<file path="src/rtl/tlk2711_tx_sched.sv">
// Line scheduler for the TLK2711 TX DMA read path: latches a frame configuration,
// issues one read command per line, tracks completion and raises line/frame interrupts.
module tlk2711_tx_sched #(
  parameter int ADDR_WIDTH = 40,
  parameter int DLEN_WIDTH = 16,
  parameter int CNT_WIDTH  = 24
) (
  input  logic                  clk,
  input  logic                  rst_n,
  input  logic                  i_start,
  input  logic                  i_stop,
  input  logic [ADDR_WIDTH-1:0] i_base_addr,
  input  logic [DLEN_WIDTH-1:0] i_line_len,
  input  logic [CNT_WIDTH-1:0]  i_line_num,
  input  logic [CNT_WIDTH-1:0]  i_lines_per_irq,
  output logic                  o_cmd_valid,
  input  logic                  i_cmd_ready,
  output logic [ADDR_WIDTH-1:0] o_cmd_addr,
  output logic [DLEN_WIDTH-1:0] o_cmd_len,
  output logic                  o_cmd_last,
  input  logic                  i_dma_done,
  input  logic                  i_dma_err,
  output logic                  o_irq,
  input  logic                  i_irq_clr,
  output logic                  o_busy,
  output logic                  o_err,
  output logic [CNT_WIDTH-1:0]  o_line_cnt
);

  typedef enum logic [1:0] {S_IDLE, S_CMD, S_WAIT, S_ERR} state_t;

  state_t                state_q, state_d;
  logic [ADDR_WIDTH-1:0] addr_q, addr_d;
  logic [DLEN_WIDTH-1:0] len_q, len_d;
  logic [CNT_WIDTH-1:0]  num_q, num_d;
  logic [CNT_WIDTH-1:0]  per_q, per_d;
  logic [CNT_WIDTH-1:0]  line_cnt_q, line_cnt_d;
  logic [CNT_WIDTH-1:0]  irq_cnt_q, irq_cnt_d;
  logic [CNT_WIDTH-1:0]  line_inc, irq_inc;
  logic                  stop_q, stop_d;
  logic                  err_d;
  logic                  irq_set;

  assign line_inc = line_cnt_q + CNT_WIDTH'(1);
  assign irq_inc  = irq_cnt_q + CNT_WIDTH'(1);

  // NOTE: every signal is given its hold value first so no path through the case leaves it unassigned (no latches).
  always_comb begin
    state_d    = state_q;
    addr_d     = addr_q;
    len_d      = len_q;
    num_d      = num_q;
    per_d      = per_q;
    line_cnt_d = line_cnt_q;
    irq_cnt_d  = irq_cnt_q;
    stop_d     = stop_q;
    err_d      = o_err;
    irq_set    = 1'b0;

    unique case (state_q)
      S_IDLE: begin
        if (i_start) begin
          if (i_line_num != '0 && i_line_len != '0) begin
            addr_d     = i_base_addr;
            len_d      = i_line_len;
            num_d      = i_line_num;
            per_d      = i_lines_per_irq;
            line_cnt_d = '0;
            irq_cnt_d  = '0;
            stop_d     = 1'b0;
            err_d      = 1'b0;
            state_d    = S_CMD;
          end else begin
            err_d = 1'b1;
          end
        end
      end

      // The command stays presented until accepted; a stop only takes effect after the line.
      S_CMD: begin
        if (i_stop)      stop_d  = 1'b1;
        if (i_cmd_ready) state_d = S_WAIT;
      end

      S_WAIT: begin
        if (i_dma_err) begin
          err_d   = 1'b1;
          state_d = S_ERR;
        end else if (i_dma_done) begin
          line_cnt_d = line_inc;
          addr_d     = addr_q + ADDR_WIDTH'(len_q);
          irq_cnt_d  = irq_inc;
          if (per_q != '0 && irq_inc == per_q) begin
            irq_set   = 1'b1;
            irq_cnt_d = '0;
          end
          if (line_inc == num_q) begin
            irq_set = 1'b1;
            state_d = S_IDLE;
          end else if (stop_q || i_stop) begin
            state_d = S_IDLE;
          end else begin
            state_d = S_CMD;
          end
        end else if (i_stop) begin
          stop_d = 1'b1;
        end
      end

      S_ERR: begin
        if (i_stop) state_d = S_IDLE;
      end

      default: state_d = S_IDLE;
    endcase
  end

  // NOTE: sequential state uses non-blocking assignments so every register samples pre-edge values.
  always_ff @(posedge clk or negedge rst_n) begin
    if (!rst_n) begin
      state_q     <= S_IDLE;
      addr_q      <= '0;
      len_q       <= '0;
      num_q       <= '0;
      per_q       <= '0;
      line_cnt_q  <= '0;
      irq_cnt_q   <= '0;
      stop_q      <= 1'b0;
      o_err       <= 1'b0;
      o_irq       <= 1'b0;
      o_cmd_valid <= 1'b0;
      o_cmd_last  <= 1'b0;
      o_busy      <= 1'b0;
    end else begin
      state_q     <= state_d;
      addr_q      <= addr_d;
      len_q       <= len_d;
      num_q       <= num_d;
      per_q       <= per_d;
      line_cnt_q  <= line_cnt_d;
      irq_cnt_q   <= irq_cnt_d;
      stop_q      <= stop_d;
      o_err       <= err_d;
      o_irq       <= irq_set | (o_irq & ~i_irq_clr);
      o_cmd_valid <= (state_d == S_CMD);
      o_cmd_last  <= (state_d == S_CMD) && (line_cnt_d == num_d - CNT_WIDTH'(1));
      o_busy      <= (state_d != S_IDLE);
    end
  end

  assign o_cmd_addr = addr_q;
  assign o_cmd_len  = len_q;
  assign o_line_cnt = line_cnt_q;

endmodule

</file>
<file path="config.mk">
export PLATFORM = sky130hd
export DESIGN_NAME = tlk2711_tx_sched
export DESIGN_NICKNAME = d
export VERILOG_FILES = /design/src/rtl/tlk2711_tx_sched.sv
export SDC_FILE = /design/constraint.sdc
export NUM_CORES = 1
export LEC_CHECK = 0
export CAP_MARGIN = 10
export CELL_PAD_IN_SITES_DETAIL_PLACEMENT = 1
export CELL_PAD_IN_SITES_GLOBAL_PLACEMENT = 1
export CORE_AREA = 2 2 120 239
export CTS_BUF_LIST = sky130_fd_sc_hd__clkbuf_8
export CTS_CLUSTER_SIZE = 20
export DETAILED_ROUTE_END_ITERATION = 16
export DIE_AREA = 0 0 122 241
export GPL_TIMING_DRIVEN = 0
export PLACE_DENSITY_LB_ADDON = 0.1
export SYNTH_ARGS = -nofsm -noshare
export SYNTH_HDL_FRONTEND = slang
export SYNTH_SLANG_ARGS = --single-unit
</file>
<file path="constraint.sdc">
create_clock -name clk -period 5.32 [get_ports clk]
set_input_delay 0.532 -clock clk [delete_from_list [all_inputs] [get_ports clk]]
set_output_delay 0.532 -clock clk [all_outputs]
set_load 0.02 [all_outputs]
</file>
# --- After elaboration in Yosys (flattened, before gate mapping) ---
# Cells that the tools add are included.
classes:
  n_addsub: 4
  mul: 0
  n_div: 0
  n_lt_le_gt_ge: 0
  n_eq_ne: 13
  shift: 0
  mux: 43
  n_bitwise: 3
  reduce_logical: 15
op_table:
  columns: ["operator", "n"]
  rows:
  - ["2-to-1 mux 24 bit", 12]
  - ["2-to-1 mux 40 bit", 4]
  - ["one-hot mux 24 bit (2 select lines)", 2]
  - ["one-hot mux 40 bit (2 select lines)", 1]
  - ["equality test 24 bit", 3]
  - ["adder 24 x 1 -> 24 bit (second input constant)", 2]
  - ["nonzero test 24 bit", 2]
  - ["adder 40 x 16 -> 40 bit", 1]
  - ["subtractor 24 x 1 -> 24 bit (second input constant)", 1]
  - ["nonzero test 16 bit", 1]
  - ["2-to-1 mux 1 bit", 15]
  - ["2-to-1 mux 2 bit", 6]
  - ["inequality test 2 bit (second input constant)", 6]
  - ["AND reduction 5 bit", 2]
  - ["one-hot mux 2 bit (4 select lines)", 1]
  - ["AND reduction 3 bit", 2]
  - ["equality test 2 x 1 -> 1 bit (second input constant)", 2]
  - ["equality test 2 bit (second input constant)", 2]
  - ["nonzero test 2 bit", 2]
  - ["logical AND 1 bit", 3]
  - ["one-hot mux 1 bit (3 select lines)", 1]
  - ["nonzero test 3 bit", 1]
  - ["logical NOT 2 bit", 1]
  - ["one-hot mux 1 bit (2 select lines)", 1]
  - ["4 further kinds", 4]
totals:
  ff_bits: 160
  latchBits: 0
  mem_bits_rw: 0
  mem_bits_ro: 0
  input_bits: 112
  out_inout_bits: 85
  word_cells: 91
  n_memories: 0

# --- Depth between registers and ports, before layout ---
# Gate-level depths: netlist of the first run.
depth:
  word_depth: 9
  ltp_mapped: 21
  ltp_nobuf: 16

# --- Worst setup path after synthesis of the first run ---
# OpenSTA, ideal clock, no wires.
synth_timing:
  path_kind: "input to register"
  startpoint: "input i_line_num[13]"
  endpoint: "register o_cmd_last"
  setup_time_ns: 0.101
  arrival_time_ns: 4.608
  t_required_ns: 5.219
  slack_ns: 0.611
  cell_stages: 18
  n_path_buf: 3
  path_cell_list: "or3_1 -> nor3_4 -> nand4_4 -> nand2_2 -> buf_2 -> buf_2 -> buf_2 -> mux2i_1 -> ha_1 -> nand2b_1 -> or4_2 -> a21oi_1 -> o22ai_1 -> xnor2_1 -> xor2_1 -> nor4_1 -> nand4_1 -> nor4_1"
synth_between:
  elab_chain_len: 8
  word_cells_on_any_way: 15
  cone_classes: "1 x add/sub; 2 x eq/ne; 9 x mux; 3 x reduce/logical"
synth_rtl:
  columns: ["item", "line_no", "text"]
  rows:
  - ["from (decl)", "14", "input logic [CNT_WIDTH-1:0] i_line_num,"]
  - ["nonzero test 24 bit", "63", "if (i_line_num != '0 && i_line_len != '0) begin"]
  - ["logical AND 1 bit", "63", null]
  - ["2-to-1 mux 24 bit", "63", null]
  - ["2-to-1 mux 24 bit", "62", "if (i_start) begin"]
  - ["2-to-1 mux 24 bit", "60", "unique case (state_q)"]
  - ["subtractor 24 x 1 -> 24 bit", "146", "o_cmd_last <= (state_d == S_CMD) && (line_cnt_d == num_d - CNT_WIDTH'(1));"]
  - ["equality test 24 bit", "146", null]
  - ["logical AND 1 bit *", "146", null]
  - ["to (signal assigned)", "146", null]
  - ["to (decl)", "20", "output logic o_cmd_last,"]
# Mark *: on every way between the ends. The rest lies on a longest branch, timed or not.
# A chain may end at the register's enable or synchronous reset.

# --- Final worst setup path of the first run ---
layout_timing:
  startpoint: "input i_line_len[2]"
  endpoint: "register o_cmd_last"
layout_between:
  elab_chain_len: 8
  word_cells_on_any_way: 15
  cone_classes: "1 x add/sub; 2 x eq/ne; 9 x mux; 3 x reduce/logical"
layout_rtl:
  columns: ["item", "line_no", "text"]
  rows:
  - ["from (decl)", "13", "input logic [DLEN_WIDTH-1:0] i_line_len,"]
  - ["nonzero test 16 bit *", "63", null]
  - ["logical AND 1 bit *", "63", null]
  - ["2-to-1 mux 24 bit", "63", null]
  - ["2-to-1 mux 24 bit", "62", null]
  - ["2-to-1 mux 24 bit", "60", null]
  - ["subtractor 24 x 1 -> 24 bit", "146", null]
  - ["equality test 24 bit", "146", null]
  - ["logical AND 1 bit *", "146", null]
# Marked as above.

==> impl_metrics.toml, run 1 <==
[sta]
clock-skew-final_ns = 0.0127
max-slew-margin-rel = 0.150
fin_tns_setup_ns = 0
layout_min_cycle_time_ns = 5.12
finalSetupViolations = 0
slew_violations = 0
fin_hold_ws_ns = 0.496
finalCritPeriodShare = 0.962
worst_slew_pin_slew_ns = 1.26
report.final.hold_viol_count = 0
max_clock_freq_ghz = 0.195

[placement]
dpl.hpwl_um = 36200
number_of_cells_after_detailed_placement = 1866
gpl.final_weighted_congestion = 0.964
placement.io_buffers = 196

[clock_tree]
clk-insertion-delay-late_ns = 0.52
clock-root-buffer = "clkbuf_8"
cts_tree = "built"
clkTransAtPathRegs_ns = 0.09
tritoncts_num_sinks = 160
cts-buffers-inserted = 17
maximum_level_of_the_cts_h_tree = 4
clock_tree.buffer_depth = 2

[power_and_ir_drop]
p_per_area_nw_per_um2 = 522
max-vdd-ir-drop_uv = 360
leakage_nw = 5.81
total_power_mw = 7.29

[yosys]
synth_seq_area_share = 0.366
yosys.area_share.adder = 0.0282
synth_fp_nets = 1453
synth_top_family_by_area = "simple AND/OR/NAND/NOR gates"
synthesis.area_sq_um = 10900
asyncSetResetFlopFracSynth = 1.00
synth_xor_area_frac = 0.0994
synthDominantAreaCellType = "dfrtp_1"
synth-compound-area-share = 0.171
synthesis.area_per_instance_sq_um = 8.30
synth.ff_latch_count = 160
synth_enable_flop_cells = 0
synthTopCellsByCount = "250 x nand2_1, 160 x dfrtp_1, 86 x xnor2_1"
post_synth_main_area_contributors = "dfrtp_1 37%, nand2_1 8.6%, xnor2_1 6.9%, a21oi_1 3.8%, mux2i_1 3.3%"
synth.distinct_cells = 77
synth_top_cell_area_share = 0.366
synth_warnings = 0
postSynth.topFlopCell = "dfrtp_1"
synthSimpleGateAreaFrac = 0.257
synth.most_common_cell = "nand2_1"
synthesis.instances = 1317
muxShareOfSynthArea = 0.0423

[routing]
detail_route.wl_per_cell_um = 24.2
route.vias.total = 11200
drtPass1Iterations = 4
drt.antenna.violating_nets = 0
drt_first_iter_violations = 474
postRouteWirelength_um = 46200
post-route-drc-count = 0
viasPerCell = 5.86

[critical_path]
cp.arrival_ns = 5.53
critical_path_required_ns = 5.73
timing.critical_path.from_type = "input pin"
critical_path_peak_fanout = 10
timing.critical_path.to_type = "register"
setup.reg_to_reg.worst_slack_ns = 0.41
criticalPathCategory = "in2reg"

[grt]
antenna_found_initial = 2
groute.usage.overall = 0.322
grt_max_degree = 109
gr-total-overflow = 0
grt_first_pass_wirelength_um = 69700
grt_pass1_vias = 12000

[floorplanning]
die_width_um = 122
row_count = 86
core-area_sq_um = 27400
die_y_um = 241
floorplan.initialDensity = 0.398
floorplan.die_area_sq_um = 29400
io-pin-count = 197

[cells_and_area]
layout.nets = 1677
drive_gt1_frac = 0.0663
final_cell_count_no_fill = 1908
layout-area-overhead-vs-synth_pct = 27.8

[hold_path]
worst_hold_path_type = "in2async"

[outcome]
run_status = "complete, no violations"

[job]
max_cap_viols = 0
[metrics by stage]
stage / instance area (sq um) / util / setup WS (ns)
floorplan: 10900 / - / 0.611
global placement: 13300 / 0.486 / -3.63
detailed placement: 13400 / 0.487 / -1.75
CTS: 13900 / 0.506 / 0.0177
global route: 14000 / 0.509 / -0.0104
finish: 14000 / 0.509 / 0.201
[cell families after synthesis]
group,Yosys count
XOR/XNOR,124
AO/OA/AOI/OAI,297
flip-flops,160
multiplexers,45
buffers and inverters,100
AND/OR/NAND/NOR,567
adder cells (fa/ha/maj),24
[layout by cell type, fill, tap and decap left out, types with 14 or more instances in the layout]
cell	n
nand2_1	250
clkdlybuf4s50_1	195
dfrtp_1	160
xnor2_1	86
a21oi_1	82
nor2_1	66
o21ai_0	58
clkbuf_1	51
xor2_1	38
nand3_1	37
a31oi_1	37
mux2i_1	36
nor3_1	32
nand4_1	32
inv_1	30
o22ai_1	30
and3_1	25
ha_1	22
nor4_1	20
clkbuf_8	18
nand2b_1	16
or3_1	14
[metal layers]
metal | track usage | routed length [um]
met4 | 0.281 | 4560
met3 | 0.0678 | 1970
met5 | 0 | 0
met2 | 0.604 | 25200
met1 | 0.280 | 14500
[repair_timing]
action | in CTS | in global routing
pin swaps | 2 | 2
hold buffers | 1 | 0
hold endpoints to repair | 52 | 0
buffers inserted | 2 | 4
resized for setup | 13 | 3
endpoints found under the setup margin | 1 | 1
[final timing paths]
path	startpoint	endpoint	depth (start not counted)
setup / recovery	i_line_len[2]	o_cmd_last	19
hold / removal	rst_n	o_line_cnt[14]	2
min in group clk	irq_cnt_q[23]	irq_cnt_q[23]	1
max in group asynchronous	rst_n	per_q[10]	3
hold reg to reg	irq_cnt_q[23]	irq_cnt_q[23]	1
setup reg to reg	state_q[0]	o_cmd_last	19
[power breakdown]
part	internal [mW]	switching (mW)	leakage, nW
clock	0.522	0.528	0.212
combinational	1.65	2.32	3.58
sequential	1.63	0.636	2.01
[layout make-up]
cell class / count / area [sq um]
clock buffer: 18 / 248
tap: 352 / 440
fill: 3308 / 13500
buffer: 70 / 293
inverter: 29 / 109
sequential: 160 / 4000
timing repair buffer: 206 / 2060
clock inverter: 14 / 190
antenna: 2 / 5.00
multi-input combinational: 1057 / 6610
[registers in the layout, indices dropped and copies added, names as in the netlist]
signal / flops
state_q: 2
stop_q: 1
o_cmd_valid: 1
o_cmd_len: 16
per_q: 24
o_cmd_last: 1
o_err: 1
o_irq: 1
o_busy: 1
o_line_cnt: 24
irq_cnt_q: 24
num_q: 24
o_cmd_addr: 40
[critical path: stages]
cell	delay [ns]
clkdlybuf4s50_1	0.47
nor4_4	0.44
nand4_1	0.27
and3_4	0.32
nand2_4	0.08
buf_4	0.23
buf_6	0.21
buf_6	0.20
mux2i_1	0.25
ha_2	0.27
nand2b_1	0.14
or4_2	0.57
a21oi_2	0.20
o22ai_1	0.14
xnor2_1	0.15
xor2_1	0.15
nor4_1	0.31
nand4_1	0.20
nor4_4	0.39
Power figures use the tool's default switching activity.
==> run 2, diff against run 1 <==
clock period = 5.8 ns   (was 5.32 ns; I/O delays follow)
==> run 2 against run 1 <==
  * Via count fell by 0.29%
  * Critical path depth did not move
  * Wire length down 1.3%
  * Total power shrank 8.7%
  * Final cell count shrank 0.21%
  * Clock power down 9%
  * Sequential share of layout area up 0.12 points
  * Count of clock-buffer cells in the layout is the same
  * Flip-flop and latch count unchanged
  * Clock skew grew 0.0017 ns
  * Worst hold slack better by 0.020 ns
  * Critical path type unchanged
  * Highest routed layer unchanged
==> impl_metrics.toml, run 2 (synthesis results as in run 1) <==
[outcome]
run_status = "complete, no violations"

[cells_and_area]
final_util = 0.507
layout-area-overhead-vs-synth_pct = 27.2
register_area_sq_um = 4000
drive_gt1_frac = 0.0613
largest_register_ff_count = 40
most-common-layout-cells = "250 x nand2_1, 195 x clkdlybuf4s50_1, 160 x dfrtp_1, 86 x xnor2_1, 82 x a21oi_1"
final_cell_count_no_fill = 1904
layout.nets = 1673
fill_cells = 3314
layout.cells.most_common = "nand2_1"
multi_input_comb_area_sq_um = 6590

[grt]
gr-total-overflow = 0
grt_max_degree = 109
grt_pass1_vias = 11900
groute.usage.overall = 0.320
antenna_found_initial = 2
grt_first_pass_wirelength_um = 69200

[critical_path]
critical_path_required_ns = 6.20
timing.critical_path.to_type = "register"
reg2regPathDepth = 19
cp.arrival_ns = 5.90
timing.critical_path.from_type = "input pin"
critical_path_peak_fanout = 19
criticalPathCategory = "in2reg"

[clock_tree]
tritoncts_num_sinks = 160
clkTransAtPathRegs_ns = 0.09
clock-root-buffer = "clkbuf_8"
maximum_level_of_the_cts_h_tree = 4
cts_tree = "built"
cts-buffers-inserted = 17
clock_tree.buffer_depth = 2
clk-insertion-delay-late_ns = 0.51

[sta]
max-slew-margin-rel = 0.150
worst_slack_ns = 0.294
fin_tns_setup_ns = 0
finalSetupViolations = 0
unrepaired_setup_endpoints_after_global_routing = "no"
layout_min_cycle_time_ns = 5.51
report.final.hold_viol_count = 0
finalCritPeriodShare = 0.949
clock-skew-final_ns = 0.0144
worst_slew_pin_slew_ns = 1.26
max_clock_freq_ghz = 0.182
slew_violations = 0

[floorplanning]
row_count = 86
floorplan.die_area_sq_um = 29400
floorplan.initialDensity = 0.398
core-area_sq_um = 27400
die_width_um = 122
io-pin-count = 197
die_y_um = 241

[placement]
gpl.final_weighted_congestion = 0.964
dpl.hpwl_um = 36200
pre_cts_slack_ns = -1.32
placement.io_buffers = 196
number_of_cells_after_detailed_placement = 1866

[job]
max_cap_viols = 0

[power_and_ir_drop]
total_power_mw = 6.65
max-vdd-ir-drop_uv = 328
switching_share = 0.476
combinational_group_share_of_total_power = 0.544
pwr-share-clk = 0.144
power_switching_mw = 3.17
p_per_area_nw_per_um2 = 478
leakage_nw = 5.78
seq_pwr_share = 0.312
cell_internal_pwr_mw = 3.49

[routing]
detail_route.wl_per_cell_um = 23.9
route.vias.total = 11200
drt_first_iter_violations = 411
drt.antenna.violating_nets = 0
postRouteWirelength_um = 45600
drtPass1Iterations = 4
post-route-drc-count = 0
viasPerCell = 5.86

[hold_path]
whs_path_depth = 1
worst_hold_path_type = "reg2reg"
run 2: per-layer routing:
metal / GRT usage / routed length (um)
met3: 0.0681 / 1790
met1: 0.275 / 14200
met4: 0.288 / 4880
met5: 0 / 0
met2: 0.597 / 24800
run 2: power by group through the flow:
stage	combinational (mW)	sequential [mW]	clock [mW]
3_5_place_dp	3.61	2.08	0
6_report	3.62	2.08	0.959
5_1_grt	3.98	2.11	1.02
4_1_cts	3.64	2.07	0.981
2_1_floorplan	2.10	2.10	0
3_3_place_gp	3.52	2.07	0
run 2: worst max-delay path, cell delays in order:
cell and delay (ns):
clkdlybuf4s50_1 0.46, nor4_4 0.41, nand4_1 0.27, and3_2 0.29
clkbuf_1 0.25, nand2_4 0.23, buf_4 0.25, buf_4 0.36
mux2i_1 0.28, ha_2 0.27, nand2b_1 0.13, or4_2 0.57
a21oi_2 0.20, o22ai_1 0.14, xnor2_1 0.15, xor2_1 0.15
nor4_1 0.31, nand4_1 0.19, nor4_4 0.38
run 2: per-stage QoR:
| step | hold WS, ns | area [sq um] |
|---|---|---|
| after floorplan | 0.284 | 10900 |
| after global placement | 0.489 | 13300 |
| after detailed placement | 0.501 | 13400 |
| after CTS | 0.515 | 13900 |
| after global routing | 0.548 | 13900 |
| final | 0.517 | 13900 |
run 2: what timing repair did:
action,in CTS,in global routing
setup buffers,0,1
hold buffers,1,0
pin swaps,0,1
resized for setup,8,3
endpoints found under the setup margin,1,1
hold endpoints to repair,52,0
run 2: final cells by class:
class	count	share of cell area
well taps	352	0.0317
multi-input cells	1057	0.474
plain buffers	70	0.0203
clock inverters	14	0.0137
inverters	29	0.00783
diodes	2	0.000360
flip-flops and latches	160	0.288
clock buffers	18	0.0178
repair buffers	202	0.146
run 2: final timing paths:
check | start | end | slack (ns)
min in group asynchronous | rst_n | o_line_cnt[14] | 0.55
worst min register to register | irq_cnt_q[23] | irq_cnt_q[23] | 0.52
worst max register to register | state_q[0] | o_cmd_last | 0.53
worst max-delay path | i_line_len[2] | o_cmd_last | 0.29
max in group asynchronous | rst_n | per_q[10] | 4.29
worst min-delay path | irq_cnt_q[23] | irq_cnt_q[23] | 0.52
